File: config.mk
export PLATFORM = sky130hd
export DESIGN_NAME = uart_tx_flat
export DESIGN_NICKNAME = d
export VERILOG_FILES = /design/src/rtl/uart_pkg.sv /design/src/rtl/uart_tx_if.sv /design/src/rtl/flex_pts_sr.sv /design/src/rtl/uart_tx.sv /design/src/flat_wrapper.sv
export SDC_FILE = /design/constraint.sdc
export NUM_CORES = 1
export LEC_CHECK = 0
export ABC_AREA = 1
export BUFFER_PORTS_ARGS = -buffer_cell sky130_fd_sc_hd__buf_2
export CAP_MARGIN = 5
export CORE_MARGIN = 3
export CORE_UTILIZATION = 52
export CTS_BUF_LIST = sky130_fd_sc_hd__clkbuf_8
export CTS_CLUSTER_SIZE = 12
export DETAILED_ROUTE_END_ITERATION = 10
export MAX_ROUTING_LAYER = met4
export PLACE_DENSITY = 0.73
export SYNTH_ARGS = -nofsm -noshare
export SYNTH_HDL_FRONTEND = slang
export SYNTH_SLANG_ARGS = --single-unit
File: constraint.sdc
create_clock -name clk -period 1.2 [get_ports clk]
set_clock_uncertainty 0.1 [all_clocks]
set_input_delay 0.06 -clock clk [delete_from_list [all_inputs] [get_ports clk]]
set_output_delay 0.06 -clock clk [all_outputs]
set_load 0.05 [all_outputs]
File: src/rtl/uart_pkg.sv
// Shared definitions for the UART transmit path.
// Build option: define UART_TX_PARITY_EN to add the even parity bit and its state.
package uart_pkg;

    localparam logic START_BIT_VAL = 1'b0;
    localparam logic STOP_BIT_VAL  = 1'b1;
    localparam logic IDLE_LINE_VAL = 1'b1;

    typedef enum logic [2:0] {
        ST_IDLE  = 3'd0,
        ST_START = 3'd1,
        ST_DATA  = 3'd2,
        ST_STOP  = 3'd3
`ifdef UART_TX_PARITY_EN
        , ST_PARITY = 3'd4
`endif
    } tx_state_e;

endpackage

File: src/rtl/uart_tx_if.sv
// Byte-source side handshake plus serial line of the UART transmitter.
// The master modport is the word source; the slave modport is uart_tx.
interface uart_tx_if #(
    parameter int NUM_DATA_BITS = 8
);
    logic                     tx_start;
    logic [NUM_DATA_BITS-1:0] tx_data;
    logic                     serial_out;
    logic                     tx_busy;
    logic                     tx_done;

    modport master (
        output tx_start,
        output tx_data,
        input  serial_out,
        input  tx_busy,
        input  tx_done
    );

    modport slave (
        input  tx_start,
        input  tx_data,
        output serial_out,
        output tx_busy,
        output tx_done
    );
endinterface

File: src/rtl/flex_pts_sr.sv
// Parameterized parallel-to-serial shift register, LSB shifted out first.
// Parallel load has priority over shift; zeros enter at the MSB.
// next_out exposes the bit that becomes the LSB after the next shift.
module flex_pts_sr #(
    parameter int NUM_BITS = 8
) (
    input  logic                clk,
    input  logic                srst,
    input  logic                load_en,
    input  logic                shift_en,
    input  logic [NUM_BITS-1:0] par_in,
    output logic                serial_out,
    output logic                next_out
);

    logic [NUM_BITS-1:0] sr_reg;
    logic [NUM_BITS-1:0] sr_next;

    generate
        for (genvar gi = 0; gi < NUM_BITS; gi++) begin : g_bit
            if (gi == NUM_BITS - 1) begin : g_msb
                assign sr_next[gi] = load_en  ? par_in[gi] :
                                     shift_en ? 1'b0       : sr_reg[gi];
            end else begin : g_lower
                assign sr_next[gi] = load_en  ? par_in[gi]     :
                                     shift_en ? sr_reg[gi + 1] : sr_reg[gi];
            end
        end
    endgenerate

    // Register the shift contents; reset clears the word.
    always_ff @(posedge clk) begin
        if (srst) begin
            sr_reg <= '0;
        end else begin
            sr_reg <= sr_next;
        end
    end

    assign serial_out = sr_reg[0];
    assign next_out   = sr_reg[1];

endmodule

File: src/rtl/uart_tx.sv
// UART frame transmitter: start bit, LSB-first data, optional even parity, stop bit.
// Build option: define UART_TX_PARITY_EN to insert the even parity bit after the data.
// serial_out is registered, so the line value is computed from the next state.
module uart_tx
    import uart_pkg::*;
#(
    parameter int CLKS_PER_BIT  = 10,
    parameter int NUM_DATA_BITS = 8
) (
    input  logic       clk,
    input  logic       rst,
    uart_tx_if.slave   bus
);

    localparam int CNT_W = $clog2(CLKS_PER_BIT);
    localparam int IDX_W = $clog2(NUM_DATA_BITS);
    localparam logic [CNT_W-1:0] CNT_LAST = CNT_W'(CLKS_PER_BIT - 1);
    localparam logic [IDX_W-1:0] IDX_LAST = IDX_W'(NUM_DATA_BITS - 1);

    tx_state_e         state_reg, state_next;
    logic [CNT_W-1:0]  cnt_reg,   cnt_next;
    logic [IDX_W-1:0]  idx_reg,   idx_next;
    logic              serial_reg, serial_next;
    logic              done_reg,   done_next;
    logic              load_en;
    logic              shift_en;
    logic              bit_end;
    logic              sr_lsb;
    logic              sr_lookahead;
`ifdef UART_TX_PARITY_EN
    logic              parity_reg, parity_next;
`endif

    flex_pts_sr #(
        .NUM_BITS (NUM_DATA_BITS)
    ) u_sr (
        .clk        (clk),
        .srst       (rst),
        .load_en    (load_en),
        .shift_en   (shift_en),
        .par_in     (bus.tx_data),
        .serial_out (sr_lsb),
        .next_out   (sr_lookahead)
    );

    assign bit_end = (cnt_reg == CNT_LAST);

    // Next-state, bit-time counter, bit index and registered line value.
    always_comb begin
        state_next  = state_reg;
        cnt_next    = cnt_reg;
        idx_next    = idx_reg;
        done_next   = 1'b0;
        load_en     = 1'b0;
        shift_en    = 1'b0;
        serial_next = IDLE_LINE_VAL;
`ifdef UART_TX_PARITY_EN
        parity_next = parity_reg;
`endif

        // Every non-idle state times one bit; wrapping to zero also clears
        // the counter for whichever state comes next.
        if (state_reg != ST_IDLE) begin
            cnt_next = bit_end ? '0 : cnt_reg + CNT_W'(1);
        end

        case (state_reg)
            ST_IDLE: begin
                if (bus.tx_start) begin
                    load_en    = 1'b1;
                    cnt_next   = '0;
                    idx_next   = '0;
                    state_next = ST_START;
`ifdef UART_TX_PARITY_EN
                    parity_next = ^bus.tx_data;
`endif
                end
            end
            ST_START: begin
                if (bit_end) begin
                    state_next = ST_DATA;
                end
            end
            ST_DATA: begin
                if (bit_end) begin
                    shift_en = 1'b1;
                    if (idx_reg == IDX_LAST) begin
                        idx_next = '0;
`ifdef UART_TX_PARITY_EN
                        state_next = ST_PARITY;
`else
                        state_next = ST_STOP;
`endif
                    end else begin
                        idx_next = idx_reg + IDX_W'(1);
                    end
                end
            end
`ifdef UART_TX_PARITY_EN
            ST_PARITY: begin
                if (bit_end) begin
                    state_next = ST_STOP;
                end
            end
`endif
            ST_STOP: begin
                if (bit_end) begin
                    state_next = ST_IDLE;
                    done_next  = 1'b1;
                end
            end
            default: begin
                state_next = ST_IDLE;
            end
        endcase

        // Line value for the cycle after this edge. In DATA the shift
        // register moves on the same edge, so look one bit ahead then.
        case (state_next)
            ST_IDLE:   serial_next = IDLE_LINE_VAL;
            ST_START:  serial_next = START_BIT_VAL;
            ST_DATA:   serial_next = shift_en ? sr_lookahead : sr_lsb;
`ifdef UART_TX_PARITY_EN
            ST_PARITY: serial_next = parity_reg;
`endif
            ST_STOP:   serial_next = STOP_BIT_VAL;
            default:   serial_next = IDLE_LINE_VAL;
        endcase
    end

    // State register; reset aborts any frame without a done pulse.
    always_ff @(posedge clk) begin
        if (rst) begin
            state_reg  <= ST_IDLE;
            cnt_reg    <= '0;
            idx_reg    <= '0;
            serial_reg <= IDLE_LINE_VAL;
            done_reg   <= 1'b0;
`ifdef UART_TX_PARITY_EN
            parity_reg <= 1'b0;
`endif
        end else begin
            state_reg  <= state_next;
            cnt_reg    <= cnt_next;
            idx_reg    <= idx_next;
            serial_reg <= serial_next;
            done_reg   <= done_next;
`ifdef UART_TX_PARITY_EN
            parity_reg <= parity_next;
`endif
        end
    end

    assign bus.serial_out = serial_reg;
    assign bus.tx_busy    = (state_reg != ST_IDLE);
    assign bus.tx_done    = done_reg;

endmodule

File: src/flat_wrapper.sv
// flat-port wrapper written by rule: the top's interface ports become plain ports
module uart_tx_flat import uart_pkg::*;
#(
    parameter int CLKS_PER_BIT  = 10,
    parameter int NUM_DATA_BITS = 8
)
  (clk, rst, bus_tx_start, bus_tx_data, bus_serial_out, bus_tx_busy, bus_tx_done);
  uart_tx_if #(.NUM_DATA_BITS(NUM_DATA_BITS)) bus_i ();
  input  logic clk;
  input  logic rst;
  input wire logic [$bits(bus_i.tx_start)-1:0] bus_tx_start;
  input wire logic [$bits(bus_i.tx_data)-1:0] bus_tx_data;
  output wire logic [$bits(bus_i.serial_out)-1:0] bus_serial_out;
  output wire logic [$bits(bus_i.tx_busy)-1:0] bus_tx_busy;
  output wire logic [$bits(bus_i.tx_done)-1:0] bus_tx_done;
  assign bus_i.tx_start = bus_tx_start;
  assign bus_i.tx_data = bus_tx_data;
  assign bus_serial_out = bus_i.serial_out;
  assign bus_tx_busy = bus_i.tx_busy;
  assign bus_tx_done = bus_i.tx_done;
  uart_tx #(.CLKS_PER_BIT(CLKS_PER_BIT), .NUM_DATA_BITS(NUM_DATA_BITS)) u_core (.clk(clk), .rst(rst), .bus(bus_i));
endmodule
==> results of run 1 <==
[kinds of logic after synthesis]
kind of cell	after synthesis
and+or+nand+nor	74
other	1
DFF	20
buffers and inverters	22
adders and majority gates	2
AOI/OAI and AO/OA	21
[stage by stage]
step / utilization (%) / std cells
detailed placement: 70.4 / 193
global placement: 70.4 / 193
CTS: 81.5 / 207
floorplan: - / 140
[what timing repair did]
action / CTS
pin swaps: 4
hold buffers: 6
setup endpoints to repair: 16
gates cloned: 0
buffers inserted: 4
hold endpoints to repair: 8
gates resized for setup: 15
==> out/metrics.yaml, run 1 <==
logic_synthesis:
  synth_compound_area_share_pct: 11.5
  synth.most_common_cell: "nand2_1"
  muxShareOfSynthArea_pct: 0
  yosysTopAreaCell: "dfxtp_1"
  syn_area_per_cell_um2: 6.98
  synth.distinct_cells: 24
  synthTopCellsByArea: "dfxtp_1 41%, nand2_1 13%, inv_1 6.9%, a21oi_1 5.6%, nand3_1 5.6%"
  synth_fp_nets: 153
  synth_common_cells: "35 x nand2_1, 20 x dfxtp_1, 18 x inv_1"
  syn_area_um2: 977
  synthXorXnorAreaFrac_pct: 0
  synth.top_cell.area_share_pct: 41.0
  synthArstFlopShare_pct: 0
  yosys.area_share.simple_pct: 35.3
  synth_top_family_by_area: "simple AND/OR/NAND/NOR gates"
  synth_warnings: 0
  synth-seq-cells: 20
  synth_top_flop_cell: "dfxtp_1"
  syn_inst: 140
  synth_seq_area_share_pct: 41.0
  synth_fa_ha_area_share_pct: 2.56
  synth_edf_count: 0
clocking:
  cts_sinks: 20
  cts-htree-levels: 1
  root_buffer: "clkbuf_8"
  max-clock-path-buffers: 2
  numCtsBuffers: 3
sta:
  crit_endpoint: "bus_tx_busy"
  worst-ep-kind: "output port"
placement:
  dp_hpwl_um: 1660
  dp_slack_ns: -0.153
  place_congestion: 0.848
  placed_cell_area_mm2: 0.00123
  portBuffers: 13
floorplanning:
  io_pins: 14
  die_h_um: 49.4
  rows: 15
  start_util_pct: 56.0
  die_x_um: 49.4
global_route:
  grt_antenna_before_repair: 0
  grt_max_degree: 12
status:
  stop_stage: "5_1_grt"
  error: "[ERROR DPL-0033] detailed placement checks failed during check placement."
  status: "aborted with a tool error"
==> inputs of run 2 (changes only) <==
--- a/config.mk
+++ b/config.mk
@@ -8,13 +8,10 @@
 export ABC_AREA = 1
 export BUFFER_PORTS_ARGS = -buffer_cell sky130_fd_sc_hd__buf_2
 export CAP_MARGIN = 5
-export CORE_MARGIN = 3
-export CORE_UTILIZATION = 52
-export CTS_BUF_LIST = sky130_fd_sc_hd__clkbuf_8
-export CTS_CLUSTER_SIZE = 12
+export CORE_AREA = 3 3 64 66
 export DETAILED_ROUTE_END_ITERATION = 10
-export MAX_ROUTING_LAYER = met4
-export PLACE_DENSITY = 0.73
+export DIE_AREA = 0 0 67 69
+export PLACE_DENSITY_LB_ADDON = 0.15
 export SYNTH_ARGS = -nofsm -noshare
 export SYNTH_HDL_FRONTEND = slang
 export SYNTH_SLANG_ARGS = --single-unit
==> constraint.sdc (replaced) <==
create_clock -name clk -period 1.55 [get_ports clk]
set_clock_uncertainty 0.1 [all_clocks]
set_input_delay 0.0775 -clock clk [delete_from_list [all_inputs] [get_ports clk]]
set_output_delay 0.0775 -clock clk [all_outputs]
set_load 0.05 [all_outputs]
==> run 2 against run 1 <==
Effect of this change: the run now ends clean; synthesized cell count did not move; synthesized area did not move.
==> out/metrics.yaml, run 2 <==
clocking:
  cts_sinks: 20
  clk_pin_slew_ns: 0.07
  cts_tree: "yes"
  numCtsBuffers: 3
  root_buffer: "clkbuf_8"
  post-cts-setup-buffers: 0
  cts-htree-levels: 1
  insertion_delay_ns: 0.25
  max-clock-path-buffers: 2
pwr:
  p_leak_uw: 0.000543
  pwr_density_cell_mw_per_mm2: 899
  ir_worst_vdd_mv: 0.253
layout:
  drive_above_1_share_pct: 19.4
  nets: 174
  largest_reg_flops: 8
  area_growth_pct: 22.9
  layout_common_cells: "35 x nand2_1, 19 x dfxtp_1, 18 x inv_1, 13 x nor2_1, 13 x buf_2"
  fill_cells: 422
  mostFrequentLayoutCell: "nand2_1"
  diodes: 0
  finalInstanceArea_mm2: 0.00120
logic_synthesis:
  synth-seq-cells: 20
  synthTopCellsByArea: "dfxtp_1 41%, nand2_1 13%, inv_1 6.9%, a21oi_1 5.6%, nand3_1 5.6%"
  syn_area_um2: 977
  synth.top_cell.area_share_pct: 41.0
  synth_fp_nets: 153
  synthArstFlopShare_pct: 0
  synth.distinct_cells: 24
  synth_edf_count: 0
  synth_top_flop_cell: "dfxtp_1"
  synth_seq_area_share_pct: 41.0
  synth_warnings: 0
  synth.most_common_cell: "nand2_1"
  syn_area_per_cell_um2: 6.98
  syn_inst: 140
  yosysTopAreaCell: "dfxtp_1"
  synth_common_cells: "35 x nand2_1, 20 x dfxtp_1, 18 x inv_1"
placement:
  dp_hpwl_um: 1650
  portBuffers: 13
  place_congestion: 0.849
  placed_cell_area_mm2: 0.00109
route:
  drtIter0Drc: 50
  wl_per_cell_um: 10.1
  viasPerCell: 4.31
  drcViolationCount: 0
  ant_nets: 0
  drtPass1Iterations: 4
  vias: 897
  drt_wl_total_um: 2100
sta:
  rsz0062_at_grt: "false"
  slew_violations: 0
  fmax_ghz: 0.713
  fin_crit_sh_pct: 90.5
  finalSetupTns_ns: 0
  min_period_ns: 1.40
  finalHoldViolCount: 0
  setup-violations-final: 0
critical_path:
  crit_path_end_kind: "flip-flop"
  reg2reg_from: "u_core.state_reg[0]"
  crit_path_start: "u_core.state_reg[0]"
  r2r_cells: 6
  path_max_fanout: 13
  critical_path_required_ns: 1.60
  cp-start-kind: "flip-flop"
  arrival_ns: 1.45
  worstSetupPathType: "flip-flop to flip-flop"
global_route:
  grt_antenna_before_repair: 0
  overflow: 0
  grt_max_degree: 14
  track_usage_pct: 10.0
  grt_pass1_wl_um: 3610
  first_global_vias: 851
floorplanning:
  start_util_pct: 26.9
  die_h_um: 69
  rows: 22
  io_pins: 14
  die_x_um: 67
  dieArea_mm2: 0.00462
  design.core.area_mm2: 0.00363
hold_path:
  holdPathStages: 3
  min_path_type: "input port to flip-flop"
  worstHoldStart: "bus_tx_data[2]"
status:
  status: "finished, final reports clean"
run:
  maxCapViolCount: 0
==> run 2: cell counts after synthesis <==
No cell type changed its count.
==> run 2: layout make-up <==
type / instances / area [um^2] / area share (%)
inverters: 20 / 75.1 / 6.25
multi-input cells: 98 / 497 / 41.4
well taps: 48 / 60.1 / 5.00
clock buffers: 4 / 55.1 / 4.58
repair buffers: 18 / 113 / 9.38
flip-flops and latches: 20 / 402 / 33.4
==> run 2: through the flow <==
stage               setup WS, ns  total power, uW  hold slack, ns  instances  util [%]
floorplan                  0.159              653           0.120        140         -
global placement          0.0964              686           0.244        200      30.1
detailed placement        0.0925              687           0.246        200      30.1
CTS                       0.0746             1100         0.00430        208      32.7
global route             0.00547             1150          0.0125        208      33.1
finish                     0.147             1080         0.00817        208      33.1
==> run 2: worst paths after layout <==
path	end	slack [ns]
worst max register to register	u_core.u_sr.sr_reg[6]	0.15
worst max-delay path	u_core.u_sr.sr_reg[6]	0.15
worst min register to register	u_core.idx_reg[2]	0.38
worst min-delay path	u_core.u_sr.sr_reg[2]	0.008
==> run 2: logic make-up after synthesis <==
logic type / count (synthesis) / synth area share [%]
AOI/OAI and AO/OA: 21 / 11.5
adders and majority gates: 2 / 2.56
buffers and inverters: 22 / 9.22
DFF: 20 / 41.0
other: 1 / 0.384
and+or+nand+nor: 74 / 35.3
==> run 2: worst max-delay path: stages, from the launching register on <==
cell and delay, ns:
dfxtp_1 0.43, nor2_4 0.08, nand3_4 0.19, inv_2 0.10, or2_1 0.23, o21ai_0 0.09, a21oi_1 0.08
==> run 2: what timing repair did <==
action	in CTS	in global routing
endpoints found under the hold margin	4	0
setup endpoints to repair	0	6
resized for setup	0	3
hold buffers	4	0
==> run 2: metal layers <==
layer,up-vias,track usage [%],wire [um],part of all wire (%)
li1,481,-,-,-
met1,390,12.6,985,47
met2,22,16.0,993,47
met3,4,2.44,99,4.7
met4,0,4.05,21,1.0
met5,-,0,0,0
==> run 2: where the power goes <==
group	internal, uW	switching, uW	total, uW	leakage [uW]
combinational	50.1	80.8	131	0.000351
sequential	537	16.6	553	0.000163
clock	226	169	395	0.0000288
total	813	267	1080	0.000543
No activity file was read; power rests on OpenSTA's default activity.
